[src/rtl/clkdiv_pkg.sv]
// clkdiv_sched shared types and levels.
// Thresholds and output levels are given in millivolts and scaled by from_mv.
package clkdiv_pkg;

  typedef enum logic {IDLE, RUN} sched_state_t;
  typedef enum logic {MODE_GATE, MODE_TRIG} out_mode_t;

  localparam int SCHMITT_HI_MV = 2000;
  localparam int SCHMITT_LO_MV = 500;
  localparam int OUT_HI_MV     = 5000;
  localparam int OUT_LO_MV     = 0;

  function automatic int from_mv(input int mv, input int fp);
    return mv * (1 << fp);
  endfunction

endpackage

[src/rtl/clkdiv_chan.sv]
// clkdiv_chan: one divider channel (phase counter, ratio/mode latch, shaper).
// Ports: strobe/clk_edge/clk_level/sync/restart/run from top, div/trig/len cfg, sample out.
module clkdiv_chan
  import clkdiv_pkg::*;
#(
  parameter int W         = 16,
  parameter int FP_OFFSET = 2,
  parameter int CW        = 8,
  parameter int TLW       = 16
) (
  input  logic                clk,
  input  logic                rst_n,
  input  logic                strobe,
  input  logic                clk_edge,
  input  logic                clk_level,
  input  logic                sync,
  input  logic                restart,
  input  logic                run,
  input  logic [CW-1:0]       div,
  input  logic                trig,
  input  logic [TLW-1:0]      len,
  output logic signed [W-1:0] sample
);

  localparam logic signed [W-1:0] LVL_HI =
    W'(from_mv(OUT_HI_MV, FP_OFFSET));
  localparam logic signed [W-1:0] LVL_LO =
    W'(from_mv(OUT_LO_MV, FP_OFFSET));

  logic [CW-1:0]  phase, phase_nx;
  logic [CW-1:0]  ratio, ratio_nx;
  logic [CW-1:0]  pos, pos_nx;
  logic [CW-1:0]  base;
  logic [CW:0]    half;
  logic [TLW-1:0] tcnt, tcnt_nx;
  out_mode_t      mode, mode_nx;
  logic           fire;
  logic           hi;

  always_comb begin
    phase_nx = phase;
    ratio_nx = ratio;
    pos_nx   = pos;
    tcnt_nx  = tcnt;
    mode_nx  = mode;
    base     = phase;
    fire     = 1'b0;
    if (sync) begin
      phase_nx = '0;
      tcnt_nx  = '0;
    end else if (tcnt != '0) begin
      tcnt_nx = tcnt - 1'b1;
    end
    if (clk_edge) begin
      // sync or leaving IDLE makes this edge the first of a period
      if (restart || sync) base = '0;
      fire = (base == '0);
      if (fire) begin
        ratio_nx = (div == '0) ? CW'(1) : div;
        mode_nx  = trig ? MODE_TRIG : MODE_GATE;
      end
      pos_nx   = base;
      phase_nx = (base + 1'b1 == ratio_nx) ? '0 : base + 1'b1;
      if (fire && mode_nx == MODE_TRIG)
        tcnt_nx = (len == '0) ? TLW'(1) : len;
    end
  end

  // high for the first ceil(N/2) edges of each period
  assign half = ({1'b0, ratio_nx} + 1'b1) >> 1;

  always_comb begin
    hi = 1'b0;
    unique case (1'b1)
      mode_nx == MODE_TRIG:
        hi = (tcnt_nx != '0);
      mode_nx == MODE_GATE && !run:
        hi = 1'b0;
      mode_nx == MODE_GATE && run && ratio_nx == CW'(1):
        hi = clk_level;
      mode_nx == MODE_GATE && run && ratio_nx != CW'(1):
        hi = ({1'b0, pos_nx} < half);
    endcase
  end

  always_ff @(posedge clk or negedge rst_n) begin
    if (!rst_n) begin
      phase  <= '0;
      ratio  <= CW'(1);
      pos    <= '0;
      tcnt   <= '0;
      mode   <= MODE_GATE;
      sample <= LVL_LO;
    end else if (strobe) begin
      phase  <= phase_nx;
      ratio  <= ratio_nx;
      pos    <= pos_nx;
      tcnt   <= tcnt_nx;
      mode   <= mode_nx;
      sample <= hi ? LVL_HI : LVL_LO;
    end
  end

endmodule

[src/rtl/clkdiv_sched.sv]
// clkdiv_sched: Schmitt clock/sync detect, run/idle FSM, four divider channels.
// Ports: sample_strobe, sample_in0..3, cfg_div0..3, cfg_trig_mode/len -> sample_out0..3, running.
module clkdiv_sched
  import clkdiv_pkg::*;
#(
  parameter int W         = 16,
  parameter int FP_OFFSET = 2,
  parameter int CW        = 8,
  parameter int TLW       = 16,
  parameter int TIMEOUT   = 96000
) (
  input  logic                clk,
  input  logic                rst_n,
  input  logic                sample_strobe,
  input  logic signed [W-1:0] sample_in0,
  input  logic signed [W-1:0] sample_in1,
  input  logic signed [W-1:0] sample_in2,
  input  logic signed [W-1:0] sample_in3,
  input  logic [CW-1:0]       cfg_div0,
  input  logic [CW-1:0]       cfg_div1,
  input  logic [CW-1:0]       cfg_div2,
  input  logic [CW-1:0]       cfg_div3,
  input  logic [3:0]          cfg_trig_mode,
  input  logic [TLW-1:0]      cfg_trig_len,
  output logic signed [W-1:0] sample_out0,
  output logic signed [W-1:0] sample_out1,
  output logic signed [W-1:0] sample_out2,
  output logic signed [W-1:0] sample_out3,
  output logic                running
);

  localparam int TOW = $clog2(TIMEOUT + 1);
  localparam logic [TOW-1:0] TO_LAST = TOW'(TIMEOUT - 1);
  localparam logic signed [W-1:0] TH_HI =
    W'(from_mv(SCHMITT_HI_MV, FP_OFFSET));
  localparam logic signed [W-1:0] TH_LO =
    W'(from_mv(SCHMITT_LO_MV, FP_OFFSET));

  sched_state_t   state, state_nx;
  logic [TOW-1:0] tcnt;
  logic           clk_st, clk_nx, clk_edge;
  logic           sync_st, sync_nx, sync_edge;
  logic           unused_in;

  assign unused_in = ^{sample_in2, sample_in3};

  always_comb begin
    clk_nx = clk_st;
    if (sample_in0 > TH_HI)      clk_nx = 1'b1;
    else if (sample_in0 < TH_LO) clk_nx = 1'b0;
    sync_nx = sync_st;
    if (sample_in1 > TH_HI)      sync_nx = 1'b1;
    else if (sample_in1 < TH_LO) sync_nx = 1'b0;
  end

  assign clk_edge  = sample_strobe & clk_nx & ~clk_st;
  assign sync_edge = sample_strobe & sync_nx & ~sync_st;

  always_ff @(posedge clk or negedge rst_n) begin
    if (!rst_n) begin
      clk_st  <= 1'b0;
      sync_st <= 1'b0;
    end else if (sample_strobe) begin
      clk_st  <= clk_nx;
      sync_st <= sync_nx;
    end
  end

  always_ff @(posedge clk or negedge rst_n) begin
    if (!rst_n) state <= IDLE;
    else        state <= state_nx;
  end

  // sync lands first; a coincident clock edge then restarts as edge 0
  always_comb begin
    state_nx = state;
    if (sync_edge) state_nx = IDLE;
    if (clk_edge)
      state_nx = RUN;
    else if (sample_strobe && !sync_edge &&
             state == RUN && tcnt == TO_LAST)
      state_nx = IDLE;
  end

  always_comb begin
    running = (state == RUN);
  end

  always_ff @(posedge clk or negedge rst_n) begin
    if (!rst_n) tcnt <= '0;
    else if (sample_strobe) begin
      if (clk_edge || state_nx == IDLE) tcnt <= '0;
      else                              tcnt <= tcnt + 1'b1;
    end
  end

  logic [CW-1:0]       div [4];
  logic signed [W-1:0] outs [4];

  assign div[0] = cfg_div0;
  assign div[1] = cfg_div1;
  assign div[2] = cfg_div2;
  assign div[3] = cfg_div3;

  for (genvar k = 0; k < 4; k++) begin : g_ch
    clkdiv_chan #(
      .W(W), .FP_OFFSET(FP_OFFSET), .CW(CW), .TLW(TLW)
    ) u_ch (
      .clk       (clk),
      .rst_n     (rst_n),
      .strobe    (sample_strobe),
      .clk_edge  (clk_edge),
      .clk_level (clk_nx),
      .sync      (sync_edge),
      .restart   (state == IDLE),
      .run       (state_nx == RUN),
      .div       (div[k]),
      .trig      (cfg_trig_mode[k]),
      .len       (cfg_trig_len),
      .sample    (outs[k])
    );
  end

  assign sample_out0 = outs[0];
  assign sample_out1 = outs[1];
  assign sample_out2 = outs[2];
  assign sample_out3 = outs[3];

endmodule

[config.mk]
export PLATFORM = sky130hd
export DESIGN_NAME = clkdiv_sched
export DESIGN_NICKNAME = d
export VERILOG_FILES = /design/src/rtl/clkdiv_pkg.sv /design/src/rtl/clkdiv_chan.sv /design/src/rtl/clkdiv_sched.sv
export SDC_FILE = /design/constraint.sdc
export NUM_CORES = 1
export LEC_CHECK = 0
export BUFFER_PORTS_ARGS = -buffer_cell sky130_fd_sc_hd__buf_2
export CAP_MARGIN = 20
export CORE_MARGIN = 4
export CORE_UTILIZATION = 54
export DETAILED_ROUTE_END_ITERATION = 7
export PLACE_DENSITY = 0.78
export SLEW_MARGIN = 20
export SYNTH_ARGS = -nofsm -noshare
export SYNTH_HDL_FRONTEND = slang
export SYNTH_SLANG_ARGS = --single-unit
[constraint.sdc]
create_clock -name clk -period 4.6 [get_ports clk]
set_clock_uncertainty 0.2 [all_clocks]
set_input_delay 0.23 -clock clk [delete_from_list [all_inputs] [get_ports clk]]
set_output_delay 0.23 -clock clk [all_outputs]
set_load 0.01 [all_outputs]
Word-level counts from Yosys, hierarchy flattened. Cells that the tools add are included.

Output and inout port bits: 65. Register bits after elaboration: 248. Input bits: 119. Logic and storage cells: 206.

Bitwise operators: 12. Add/sub/neg operators: 13. Reductions and logical operators: 46. Equality and inequality tests: 13. $lt $le $gt $ge: 8. Muxes and demuxes: 86.

Operators with widths (count): $mux 8 (37); $mux 16 (17); $reduce_bool 16->1 (8); $logic_not 8->1 (8); $sub 16x1->16 const B (4); $mux 15 (4); $add 8x1->9 const B (4); $add 8x1->8 const B (4); $eq 8x1->1 const B (4); $eq 8x8->1 (4); $gt 16x14->1 const B (2); $lt 16x12->1 const B (2); $lt 8x8->1 (4); $ne 8x1->1 const B (4); $logic_and 1x1->1 (23); $mux 1 (23); $add 17x1->17 const B (1); $eq 17x17->1 const B (1); $mux 17 (1); $logic_not 16->1 (1); $pmux 1 s4 (4); $not 1->1 (8); $and 1x1->1 (4); $logic_not 1->1 (2); 3 further kinds (4).

Depth between registers and ports, before layout.
Word-level depth: 17. Gate-level depth with buffers: 25. Mapped depth without buffers: 21.

Modules after synthesis. A second synthesis with hierarchy kept.

Cells, all modules: 1745. Area total of the unflattened synthesis: 14800.4 um^2.

By module, submodules not included: clkdiv_chan (g_ch[0].u_ch ...) (cells an instance 404, times used 3, area each 3389.5 um^2); clkdiv_chan (g_ch[2].u_ch) (cells an instance 397, times used 1, area each 3419.5 um^2); clkdiv_sched (cells an instance 136, times used 1, area each 1212.4 um^2).

Worst setup path after synthesis. No wires, ideal clock.

Path type: input -> register. From: in sample_in1[3]. To: reg g_ch[2].u_ch.sample[11]. Arrival: 4800 ps. Data required time: 4329 ps. Cell stages on the path: 23. Library setup time: 71 ps. Setup slack: -471 ps. Cell sequence: nor4b_1 > a211oi_1 > o21ai_1 > clkbuf_1 > clkbuf_1 > clkbuf_1 > nand2_1 > ha_1 > o221ai_1 > buf_2 > a21oi_2 > buf_4 > mux2_1 > ha_1 > nor3b_1 > nand2_1 > xnor2_1 > ha_1 > a21o_1 > a21o_1 > a211oi_1 > nand4_1 > nand4_1.

Elaborated cells on any way between the ends: 41. Those cells by class: add/sub (1); order compare (3); eq/ne (2); mux (19); bitwise (3); reduce/logical (13).

RTL lines: start, declared (RTL line clkdiv_sched.sv:16) `input logic signed [W-1:0] sample_in1,`; $lt 16x12->1 (RTL line clkdiv_sched.sv:53) `else if (sample_in1 < TH_LO) sync_nx = 1'b0;`; $mux 1 (RTL line clkdiv_sched.sv:53); $mux 1 * (RTL line clkdiv_sched.sv:52) `if (sample_in1 > TH_HI) sync_nx = 1'b1;`; $and 1x1->1 * (2 in series) (RTL line clkdiv_sched.sv:57) `assign sync_edge = sample_strobe & sync_nx & ~sync_st;`; $logic_or 1x1->1 * (RTL line clkdiv_chan.sv:56) `if (restart || sync) base = '0;`; $mux 8 * (RTL line clkdiv_chan.sv:56); $mux 8 * (RTL line clkdiv_chan.sv:54) `if (clk_edge) begin`; $logic_not 8->1 * (RTL line clkdiv_chan.sv:57) `fire = (base == '0);`; $mux 8 * (RTL line clkdiv_chan.sv:58) `if (fire) begin`; $mux 8 * (2 in series) (RTL line clkdiv_chan.sv:54); net g_ch[2].u_ch.ratio_nx[1] (RTL line clkdiv_chan.sv:31) `logic [CW-1:0] ratio, ratio_nx;`; $add 8x1->9, or another cell as far along (RTL line clkdiv_chan.sv:70) `assign half = ({1'b0, ratio_nx} + 1'b1) >> 1;`; $lt 8x8->1, or another cell as far along (RTL line clkdiv_chan.sv:82) `hi = ({1'b0, pos_nx} < half);`; $pmux 1 s4 * (RTL line clkdiv_chan.sv:74) `unique case (1'b1)`; $mux 15 * (RTL line clkdiv_chan.sv:100) `sample <= hi ? LVL_HI : LVL_LO;`; end signal, assigned (RTL line clkdiv_chan.sv:100); end, declared (RTL line clkdiv_chan.sv:22) `output logic signed [W-1:0] sample`.

The timed path passes the listed nets; every way through them passes the cells marked *. The select of a mux whose other input is x is not followed. A chain may end at the register's enable or synchronous reset.

Final worst setup path.
From: reg sync_st. To: reg g_ch[3].u_ch.sample[11].

Elaborated cells on any way between the ends: 40. Those cells by class: add/sub (1); order compare (1); eq/ne (2); mux (19); bitwise (4); reduce/logical (13).

RTL lines: start, declared (RTL line clkdiv_sched.sv:42) `logic sync_st, sync_nx, sync_edge;`; start signal, assigned (RTL line clkdiv_sched.sv:65) `sync_st <= sync_nx;`; $mux 1 (RTL line clkdiv_sched.sv:53); $mux 1 (RTL line clkdiv_sched.sv:52); $and 1x1->1 (RTL line clkdiv_sched.sv:57); $and 1x1->1 * (RTL line clkdiv_sched.sv:57); $logic_or 1x1->1 * (RTL line clkdiv_chan.sv:56); $mux 8 * (RTL line clkdiv_chan.sv:56); $mux 8 * (RTL line clkdiv_chan.sv:54); $logic_not 8->1 * (RTL line clkdiv_chan.sv:57); $mux 8 * (RTL line clkdiv_chan.sv:58); $mux 8 * (2 in series) (RTL line clkdiv_chan.sv:54); net g_ch[3].u_ch.ratio_nx[0] (RTL line clkdiv_chan.sv:31); $add 8x1->9, or another cell as far along (RTL line clkdiv_chan.sv:70); $lt 8x8->1, or another cell as far along (RTL line clkdiv_chan.sv:82); $pmux 1 s4 * (RTL line clkdiv_chan.sv:74); $mux 15 * (RTL line clkdiv_chan.sv:100); end signal, assigned (RTL line clkdiv_chan.sv:100); end, declared (RTL line clkdiv_chan.sv:22).

Marks and branches as above.

==> impl_metrics.py <==
metrics = {
    "logic_synthesis": {
        "synth_cell_type_count": 87,
        "yosysSeqAreaShare_pct": 32.6,
        "ys.flop_type": "dfrtp_1",
        "synth.area.top_cells": "dfrtp_1 32%, nand2_1 4.9%, ha_1 4.6%",
        "syn_inst": 1728,
        "yosys_warnings": 0,
        "yosysTopAreaCell": "dfrtp_1",
        "synthArstFlopShare_pct": 100,
        "yosys_register_bits": 188,
        "syn_avg_cell_area_um2": 8.36,
        "yosys.area.top_type_share_pct": 31.9,
        "synth_edf_count": 0,
        "syn_area_um2": 14400,
    },
    "placement": {
        "placed_cells": 2110,
        "placed_area_um2": 15200,
        "routabilityCongestion": 0.960,
        "portBuffers": 107,
        "detailed_place_hpwl_mm": 29.1,
    },
    "drt": {
        "drt_iter0_markers": 1326,
        "drc": 0,
        "ant_nets": 0,
        "totalWireLength_mm": 40.9,
        "via_count": 13700,
        "via_per_inst": 6.24,
        "wire_per_inst_um": 18.7,
        "drtPass1Iterations": 6,
    },
    "finish": {
        "area_growth_syn_to_layout_pct": 12.9,
        "drive_above_1_share_pct": 14.3,
        "final_area_um2": 16300,
        "final_cell_mix": "186 x nand2_1, 184 x dfrtp_1, 143 x nor2_1",
        "final_nets": 2011,
        "final_cells": 2188,
        "final_common_cell": "nand2_1",
    },
    "global_routing": {
        "grt_max_degree": 125,
        "grt_pass1_vias": 13200,
        "grtUsageTotal_pct": 27.9,
        "antenna_found_initial": 0,
        "grt_overflow": 0,
        "grt_pass1_wl_mm": 67.1,
    },
    "die": {
        "core_area_um2": 26200,
        "io_pins": 184,
        "die_h_um": 172,
        "start_util_pct": 55.1,
        "die_w_um": 172,
        "core.rowCount": 59,
        "die_area_um2": 29400,
    },
    "critical_path": {
        "cp_top_family": "compound AO/OA/AOI/OAI gates",
        "slowest_delay_ns": 0.42,
        "worstPathCellList": "or3b_4 -> nand2_2 -> o21ai_2 -> nand2_1 -> ha_2 -> o221ai_2 -> a21oi_4 -> mux2i_2 -> inv_1 -> ha_1 -> o21ai_1 -> nor2_1 -> xnor2_1 -> ha_1 -> a21oi_1 -> nor2b_1 -> o21ai_0 -> nand3_1 -> nor2_1 -> a2111oi_2 -> buf_4 -> nor3_1",
        "start_kind": "flip-flop",
        "critPathArrivalTime_ns": 4.51,
        "critPathRequiredTime_ns": 4.71,
        "path_buf_inv": 2,
        "cp_max_fo": 4,
        "crit_type": "reg2reg",
        "reg2reg_slack_ns": 0.20,
        "cp_slowest_cell": "or3b_4",
        "end_kind": "flip-flop",
    },
    "clock_network": {
        "cts_max_path_buffers": 2,
        "path_clk_slew_ns": 0.08,
        "cts_sinks": 188,
        "worst_skew_pair.late_latency_ns": 0.45,
        "cts_tree": "built",
        "h-tree-depth": 4,
        "cts_buffers": 17,
        "clock-root-buffer": "clkbuf_16",
    },
    "timing": {
        "relSlewSlack_pct": 33.8,
        "setup_viol": 0,
        "tightestPinTransition_ns": 0.994,
        "finalCritPeriodShare_pct": 95.7,
        "drv_slew": 0,
        "min_period_ns": 4.40,
        "fin_hold_ws_ns": -0.00688,
        "finalHoldViolCount": 1,
        "max_freq_ghz": 0.227,
    },
    "pwr": {
        "power_density_nw_per_um2": 471,
        "peakVddDrop_v": 0.000241,
        "power.total_mw": 7.67,
        "p_leak_nw": 7.06,
    },
    "outcome": {
        "status": "finished, violations left",
        "violations": "negative hold slack",
    },
    "worst_hold_path": {
        "min_path_type": "in2reg",
    },
    "job": {
        "max-cap-violations": 0,
    },
}
state kept, by name, indices dropped and copies added, names as in the netlist, 4 cells and up:
register and count:
g_ch.u_ch.mode 4, g_ch.u_ch.phase 32, g_ch.u_ch.pos 32, g_ch.u_ch.ratio 32
g_ch.u_ch.sample 4, g_ch.u_ch.tcnt 64, tcnt 17
power by group:
group          leakage [nW]  switching, mW  internal [mW]
clock                 0.305          0.700          0.886
combinational          4.34           1.93           1.47
sequential             2.41          0.578           2.11
total                  7.06           3.21           4.46
timing repair:
| action | 4_1_cts | 5_1_grt |
|---|---|---|
| hold buffers | 40 | 0 |
| setup endpoints to repair | 1 | 3 |
| resized for setup | 1 | 14 |
| buffers inserted | 1 | 4 |
| hold endpoints to repair | 161 | 0 |
layout make-up:
type	instances	area (um2)
clock buffers	22	494
clock inverters	10	125
inverters	64	240
multi-input cells	1364	8920
fillers	2211	9910
well taps	335	419
repair buffers	204	1380
diodes	1	2.50
flip-flops and latches	188	4710
per-layer routing:
layer	GRT usage, %	part of all wire (%)
met5	0	0
met4	8.92	2.5
met3	4.44	7.6
met2	44.1	45
met1	39.4	45
path summary, 6_finish.rpt:
kind | end | from | depth (start not counted)
min reg2reg | g_ch[3].u_ch.pos[5] | g_ch[3].u_ch.pos[5] | 2
max in group asynchronous | g_ch[2].u_ch.ratio[0] | rst_n | 3
min in group asynchronous | g_ch[0].u_ch.ratio[3] | rst_n | 2
max | g_ch[3].u_ch.sample[11] | sync_st | 22
max reg2reg | g_ch[3].u_ch.sample[11] | sync_st | 22
min | sync_st | sample_in1[12] | 5
cell families (layout without fill, tap and decap cells):
kind of cell / count (synthesis) / in the layout / share of synthesized area, %
buffers and inverters: 219 / 300 / 7.63
AND/OR/NAND/NOR: 647 / 647 / 22.5
flip-flops: 188 / 188 / 32.6
AO/OA/AOI/OAI: 435 / 435 / 20.1
XOR/XNOR: 93 / 93 / 5.93
adder cells (fa/ha/maj): 53 / 53 / 4.59
other: 1 / 45 / 0.0260
multiplexers: 92 / 92 / 6.65
through the flow:
stage | setup WS [ns] | hold slack [ns] | utilization, % | setup TNS [ns]
3_5_place_dp | -0.0167 | 0.223 | 57.9 | -0.0167
4_1_cts | 0.0353 | 0.000803 | 61.8 | 0
3_3_place_gp | 0.130 | 0.220 | 57.9 | 0
2_1_floorplan | 0.00746 | -0.266 | - | 0
6_report | 0.196 | -0.00688 | 62.2 | 0
5_1_grt | -0.0634 | 0.0177 | 62.2 | -0.0634
tightest hold or removal path: cells and delay by family:
kind                   cells  cell delay, ns
AO/OA/AOI/OAI              3            0.27
AND/OR/NAND/NOR            1            0.03
buffers and inverters      1            0.09
cells in the mapped netlist (all sizes together), types with 10 or more instances:
cell type  number
a21o           11
mux2i          61
o211ai         18
o31ai          17
or2            10
nor4           31
a21oi          77
nand4b         10
xor2           42
nand3          60
and2           15
nor2b          11
buf            82
or3            15
nor3           50
a22o           40
a31oi          16
xnor2          48
or4            20
mux2           31
ha             53
dfrtp         184
nand2         190
o41ai          11
nand4          28
a211oi         15
and3           23
a32o           10
nand2b         12
inv            64
nor2          144
clkbuf         73
o2111ai        11
o21ai         149
No activity file was read; power rests on OpenSTA's default activity.
